$ cat src/rtl/echo_ranging_sequencer.sv
// -----------------------------------------------------------------------------
// echo_ranging_sequencer
//
// Runs one ultrasonic ranging cycle at a time:
//   1. raises the trigger for TRIG_US microsecond ticks,
//   2. waits up to TIMEOUT_US ticks for the echo to rise,
//   3. times the echo high width in ticks, up to TIMEOUT_US ticks,
//   4. holds off until PERIOD_US ticks have passed since the trigger.
// A built-in prescaler divides ClockIn by TICK_DIV to make a one-cycle tick
// enable. The prescaler is re-phased to the trigger, so all tick-based timing
// within a cycle is aligned to the trigger.
//
// Optional feature (compile-time macro ECHO_GLITCH_FILTER_EN):
//   defined   - the synchronized echo must hold a new level for 4 consecutive
//               clocks before it is accepted; shorter pulses are ignored.
//   undefined - edges are taken directly from the 2-flop synchronizer.
//
// Ports:
//   ClockIn     in   system clock
//   ResetN      in   asynchronous active-low reset
//   Start       in   single-shot request, only looked at while idle
//   Continuous  in   while high, an idle sequencer starts a new cycle
//   EchoIn      in   asynchronous sensor echo
//   TrigOut     out  registered sensor trigger
//   Busy        out  high whenever a ranging cycle is in progress
//   DistValid   out  one-cycle pulse when EchoUs is updated
//   EchoUs      out  last measured echo width in ticks (W bits)
//   Timeout     out  one-cycle pulse when a cycle is aborted on timeout
// -----------------------------------------------------------------------------
module echo_ranging_sequencer #(
  parameter int TICK_DIV   = 50,
  parameter int TRIG_US    = 10,
  parameter int TIMEOUT_US = 30000,
  parameter int PERIOD_US  = 60000,
  parameter int W          = 16
) (
  input  logic         ClockIn,
  input  logic         ResetN,
  input  logic         Start,
  input  logic         Continuous,
  input  logic         EchoIn,
  output logic         TrigOut,
  output logic         Busy,
  output logic         DistValid,
  output logic [W-1:0] EchoUs,
  output logic         Timeout
);

  localparam int PW = $clog2(TICK_DIV);
  localparam logic [PW-1:0] PRE_LAST     = PW'(TICK_DIV - 1);
  localparam logic [W-1:0]  TRIG_LAST    = W'(TRIG_US - 1);
  localparam logic [W-1:0]  TIMEOUT_LAST = W'(TIMEOUT_US - 1);
  localparam logic [W-1:0]  PERIOD_TICKS = W'(PERIOD_US);
  localparam logic [W-1:0]  CNT_MAX      = '1;

  typedef enum logic [2:0] {IDLE, TRIG, WAIT_RISE, MEASURE, HOLDOFF} stateT;

  stateT          stateReg, stateNext;
  logic [PW-1:0]  preCntReg;
  logic           preClear;
  logic           tick;
  logic [W-1:0]   tcntReg, tcntNext, tcntStep;
  logic [W-1:0]   pcntReg, pcntNext, pcntStep;
  logic [W-1:0]   echoUsNext;
  logic           trigNext, busyNext, distValidNext, timeoutNext;
  logic           echoMeta, echoSync;
  logic           echoRise, echoFall;

  // ---------------------------------------------------------------- prescaler
  assign tick = (preCntReg == PRE_LAST);

  always_ff @(posedge ClockIn or negedge ResetN) begin
    if (!ResetN) begin
      preCntReg <= '0;
    end else if (preClear || tick) begin
      preCntReg <= '0;
    end else begin
      preCntReg <= preCntReg + 1'b1;
    end
  end

  // ------------------------------------------------------ echo synchronizer
  always_ff @(posedge ClockIn or negedge ResetN) begin
    if (!ResetN) begin
      echoMeta <= 1'b0;
      echoSync <= 1'b0;
    end else begin
      echoMeta <= EchoIn;
      echoSync <= echoMeta;
    end
  end

`ifdef ECHO_GLITCH_FILTER_EN
  // stableCnt counts consecutive clocks on which echoSync disagrees with the
  // accepted level; on the 4th such clock the new level is accepted and the
  // edge is reported in that same cycle.
  logic       echoFilt;
  logic [1:0] stableCnt;
  logic       filtUpdate;

  assign filtUpdate = (echoSync != echoFilt) && (stableCnt == 2'd3);
  assign echoRise   = filtUpdate &&  echoSync;
  assign echoFall   = filtUpdate && !echoSync;

  always_ff @(posedge ClockIn or negedge ResetN) begin
    if (!ResetN) begin
      echoFilt  <= 1'b0;
      stableCnt <= 2'd0;
    end else if (echoSync == echoFilt) begin
      stableCnt <= 2'd0;
    end else if (filtUpdate) begin
      echoFilt  <= echoSync;
      stableCnt <= 2'd0;
    end else begin
      stableCnt <= stableCnt + 2'd1;
    end
  end
`else
  logic echoPrev;

  assign echoRise = echoSync && !echoPrev;
  assign echoFall = !echoSync && echoPrev;

  always_ff @(posedge ClockIn or negedge ResetN) begin
    if (!ResetN) begin
      echoPrev <= 1'b0;
    end else begin
      echoPrev <= echoSync;
    end
  end
`endif

  // -------------------------------------------------------------- sequencer
  assign tcntStep = tick ? tcntReg + 1'b1 : tcntReg;
  assign pcntStep = (tick && pcntReg != CNT_MAX) ? pcntReg + 1'b1 : pcntReg;

  always_comb begin
    stateNext     = stateReg;
    tcntNext      = tcntReg;
    pcntNext      = pcntReg;
    echoUsNext    = EchoUs;
    distValidNext = 1'b0;
    timeoutNext   = 1'b0;
    preClear      = 1'b0;

    case (stateReg)
      IDLE: begin
        if (Start || Continuous) begin
          stateNext = TRIG;
          tcntNext  = '0;
          pcntNext  = '0;
          preClear  = 1'b1;
        end
      end
      TRIG: begin
        pcntNext = pcntStep;
        if (tick && tcntReg == TRIG_LAST) begin
          stateNext = WAIT_RISE;
          tcntNext  = '0;
        end else begin
          tcntNext = tcntStep;
        end
      end
      WAIT_RISE: begin
        pcntNext = pcntStep;
        // A rise wins over a timeout landing on the same clock.
        if (echoRise) begin
          stateNext = MEASURE;
          tcntNext  = '0;
        end else if (tick && tcntReg == TIMEOUT_LAST) begin
          stateNext   = HOLDOFF;
          timeoutNext = 1'b1;
        end else begin
          tcntNext = tcntStep;
        end
      end
      MEASURE: begin
        pcntNext = pcntStep;
        // A fall wins over a timeout landing on the same clock.
        if (echoFall) begin
          stateNext     = HOLDOFF;
          echoUsNext    = tcntReg;
          distValidNext = 1'b1;
        end else if (tick && tcntReg == TIMEOUT_LAST) begin
          stateNext   = HOLDOFF;
          timeoutNext = 1'b1;
        end else begin
          tcntNext = tcntStep;
        end
      end
      HOLDOFF: begin
        pcntNext = pcntStep;
        // Looking at the stepped count lets IDLE be entered on the very edge
        // the period elapses, so back-to-back cycles are PERIOD_US ticks plus
        // one idle clock apart.
        if (pcntStep >= PERIOD_TICKS) begin
          stateNext = IDLE;
        end
      end
      default: begin
        stateNext = IDLE;
      end
    endcase

    trigNext = (stateNext == TRIG);
    busyNext = (stateNext != IDLE);
  end

  always_ff @(posedge ClockIn or negedge ResetN) begin
    if (!ResetN) begin
      stateReg  <= IDLE;
      tcntReg   <= '0;
      pcntReg   <= '0;
      TrigOut   <= 1'b0;
      Busy      <= 1'b0;
      DistValid <= 1'b0;
      Timeout   <= 1'b0;
      EchoUs    <= '0;
    end else begin
      stateReg  <= stateNext;
      tcntReg   <= tcntNext;
      pcntReg   <= pcntNext;
      TrigOut   <= trigNext;
      Busy      <= busyNext;
      DistValid <= distValidNext;
      Timeout   <= timeoutNext;
      EchoUs    <= echoUsNext;
    end
  end

endmodule

$ cat config.mk
export PLATFORM = sky130hd
export DESIGN_NAME = echo_ranging_sequencer
export DESIGN_NICKNAME = d
export VERILOG_FILES = /design/src/rtl/echo_ranging_sequencer.sv
export SDC_FILE = /design/constraint.sdc
export NUM_CORES = 1
export LEC_CHECK = 0
export ABC_AREA = 1
export ABC_CLOCK_PERIOD_IN_PS = 2200
export CAP_MARGIN = 5
export CORE_ASPECT_RATIO = 0.75
export CORE_UTILIZATION = 40
export DETAILED_ROUTE_END_ITERATION = 6
export PLACE_DENSITY = 0.54
export REMOVE_ABC_BUFFERS = 1
export SYNTH_ARGS = -nofsm -noshare
export SYNTH_HDL_FRONTEND = slang
export SYNTH_SLANG_ARGS = --single-unit
$ cat constraint.sdc
create_clock -name ClockIn -period 2.2 [get_ports ClockIn]
set_clock_uncertainty 0.15 [all_clocks]
set_input_delay 0.44 -clock ClockIn [delete_from_list [all_inputs] [get_ports ClockIn]]
set_output_delay 0.44 -clock ClockIn [all_outputs]
set_load 0.01 [all_outputs]
==> impl_metrics.env <==
export IMPL_run_status="finished with violations"
export IMPL_violations="setup timing"
export IMPL_placed_cell_area_sq_mm=0.004115
export IMPL_ys_types=38
export IMPL_vdd_ir_drop_max_mv=0.4106
export IMPL_ant_nets=0
export IMPL_yosysWarnings=0
export IMPL_slew_headroom_pct=74.91
export IMPL_die_width_um=111.1
export IMPL_num_rows=29
export IMPL_syn_area_per_cell_sq_um=8.019
export IMPL_fin_crit_sh_pct=101.2
export IMPL_synth_top_area_share_pct=44.88
export IMPL_ff2ff_setup_slack_ns=-0.03
export IMPL_grt_ovfl_total=0
export IMPL_crit_path_start_kind="flip-flop"
export IMPL_fin_nets=525
export IMPL_layout_setup_ws_ns=-0.02629
export IMPL_finalWorstPathRequiredPeriod_ns=2.226
export IMPL_area_growth_pct=34.64
export IMPL_gp_congestion=0.8706
export IMPL_path_class="reg -> reg"
export IMPL_rsz0062_at_grt="yes"
export IMPL_finalHoldViolCount=0
export IMPL_layout_commonest_cell="nand2_1"
export IMPL_cts_max_path_buffers=2
export IMPL_fmax_ghz=0.4492
export IMPL_die_area_sq_mm=0.009307
export IMPL_finalSetupViolCount=4
export IMPL_hpwl_um=6480
export IMPL_regToRegEndpoint="tcntReg[14]$_DFFE_PN0P_"
export IMPL_worst_pin_slew_ns=0.3729
export IMPL_vias=3272
export IMPL_wl_met1_um=4686
export IMPL_syn_area_sq_mm=0.003568
export IMPL_grt_max_degree=65
export IMPL_power_density_mw_per_mm2=584.7
export IMPL_wl_met3_um=646
export IMPL_r2r_cells=14
export IMPL_critPathArrivalTime_ns=2.29
export IMPL_die_h_um=83.80
export IMPL_core_area_sq_mm=0.008563
export IMPL_stdcell_area_sq_mm=0.004805
export IMPL_cts_tree="built"
export IMPL_pin_count=25
export IMPL_grt_usage_pct=21.24
export IMPL_antenna_cells=0
export IMPL_initial_utilization_pct=41.67
export IMPL_drive_above_1_share_pct=23.08
export IMPL_critPathCapture="tcntReg[14]$_DFFE_PN0P_"
export IMPL_yosys_top_cells_area="dfrtp_1 (45%), nand2_1 (10%), inv_1 (6.2%)"
export IMPL_required_ns=2.26
export IMPL_maxSlewViolCount=0
export IMPL_yosys_area_top_type="dfrtp_1"
export IMPL_pre_cts_ws_ns=0.01535
export IMPL_cts_buffers_inserted=9
export IMPL_grt_pass1_vias=3098
export IMPL_port_buffer_count=24
export IMPL_fin_total_pwr_mw=2.809
export IMPL_wl_met2_um=3910
export IMPL_critPathLaunch="preCntReg[1]$_DFF_PN0_"
export IMPL_critical_path_max_fanout=4
export IMPL_syn_inst=445
export IMPL_cts_root_buf="clkbuf_16"
export IMPL_drt_iter0_drc=229
export IMPL_highest_layer="met4"
export IMPL_layout_common_cells="nand2_1 (90), dfrtp_1 (63), inv_1 (56), buf_4 (38), nor2_1 (30)"
export IMPL_critPathCaptureType="flip-flop"
export IMPL_wirelength_um=9311
export IMPL_setup_tns_ns=-0.05428
export IMPL_hold_class="reg -> reg"
export IMPL_drtPass1Iterations=5
export IMPL_clk_latency_ns=0.33
export IMPL_multi_input_area_sq_mm=0.001893
export IMPL_vias_per_cell=5.210
export IMPL_drcViolationCount=0
export IMPL_p_leak_nw=2.378
export IMPL_cap_violations=0
export IMPL_hold_slack_ns=0.2075
export IMPL_n_fill_cell=787
export IMPL_wire_per_inst_um=14.83
export IMPL_r2r_start="preCntReg[1]$_DFF_PN0_"
export IMPL_grt_pass1_wl_um=15300
export IMPL_clkTransAtPathRegs_ns=0.05
export IMPL_antenna_found_initial=0
export IMPL_regArea_sq_mm=0.001603
export IMPL_cts_num_sinks=64
export IMPL_ys_ff_latch=64
export IMPL_htree_levels=3
export IMPL_synth_seq_area_share_pct=44.88
-- through the flow --
stage	instances	utilization, %
finish	628	56.11
global route	628	56.11
CTS	614	52.07
detailed placement	597	48.06
global placement	597	48.06
floorplan	435	-
-- layout make-up --
cell class | count | area share [%]
clock buffer | 14 | 5.703
clock inverter | 2 | 1.250
inverter | 63 | 5.078
multi-input combinational | 309 | 39.40
sequential | 64 | 33.36
tap | 108 | 2.813
timing repair buffer | 68 | 12.40
-- worst min-delay path by stage --
stage | startpoint | endpoint | slack [ns] | depth (start not counted)
floorplan | ResetN | Busy$_DFF_PN0_ | -0.006 | 0
global placement | echoMeta$_DFF_PN0_ | echoSync$_DFF_PN0_ | 0.19 | 0
detailed placement | echoMeta$_DFF_PN0_ | echoSync$_DFF_PN0_ | 0.20 | 0
CTS | echoMeta$_DFF_PN0_ | echoSync$_DFF_PN0_ | 0.21 | 0
global route | echoMeta$_DFF_PN0_ | echoSync$_DFF_PN0_ | 0.22 | 0
finish | echoMeta$_DFF_PN0_ | echoSync$_DFF_PN0_ | 0.21 | 0
-- sequential cells by signal (all words and copies together) (netlist names), 3 cells and up --
| signal | flops |
|---|---|
| EchoUs | 16 |
| tcntReg | 16 |
| pcntReg | 16 |
| stateReg | 3 |
| preCntReg | 6 |
-- where the power goes --
group | total, mW | internal [mW] | switching, mW | leakage, nW
clock network | 1.59 | 1.09 | 0.504 | 0.163
registers | 1.18 | 1.18 | 0.00118 | 0.734
logic | 0.0381 | 0.0111 | 0.0270 | 1.48
total | 2.81 | 2.28 | 0.532 | 2.38
-- critical path, cell delays in order (launching register included) --
cell and delay, ns:
dfrtp_1 0.39, inv_2 0.07, ha_4 0.13, nand3_4 0.08
nor2_4 0.13, buf_6 0.13, nand2_8 0.07, nor3_4 0.19
nand3_2 0.13, nor3_4 0.23, nand4_1 0.14, nand3_1 0.10
nand2_1 0.06, nand2_1 0.05, o21ai_1 0.05
-- cells in the mapped netlist (all sizes together) --
cell / count
a22oi: 1
ha: 5
nor3: 17
xor2: 12
o221a: 1
o22ai: 9
o2111ai: 3
dfrtp: 64
inv: 63
nor2: 43
nand4: 13
buf: 6
clkbuf: 4
nor3b: 4
and3: 1
a21oi: 12
nor4: 4
o21ai: 39
xnor2: 1
o21a: 1
a211oi: 2
nand3: 29
nand2: 104
o211ai: 6
o221ai: 1
-- routing by layer --
layer	vias to the layer above	track usage, %
li1	1625	-
met1	1544	31.53
met2	96	29.79
met3	7	5.882
met4	0	6.388
met5	-	0
-- logic make-up (layout without fill, tap and decap cells) --
kind of cell	Yosys count	after routing	share of synthesized area (%)
buf+inv	73	147	8.345
flops	64	64	44.88
simple gates	215	216	29.21
fa+ha+maj	5	5	1.753
xor+xnor	13	13	3.191
compound gates	75	75	12.62
-- repair_timing --
| item | in CTS | in global routing |
|---|---|---|
| hold buffers | 1 | 0 |
| setup buffers | 0 | 13 |
| endpoints found under the hold margin | 64 | 0 |
| resized for setup | 0 | 63 |
| endpoints found under the setup margin | 0 | 21 |
Power figures use the tool's default switching activity.
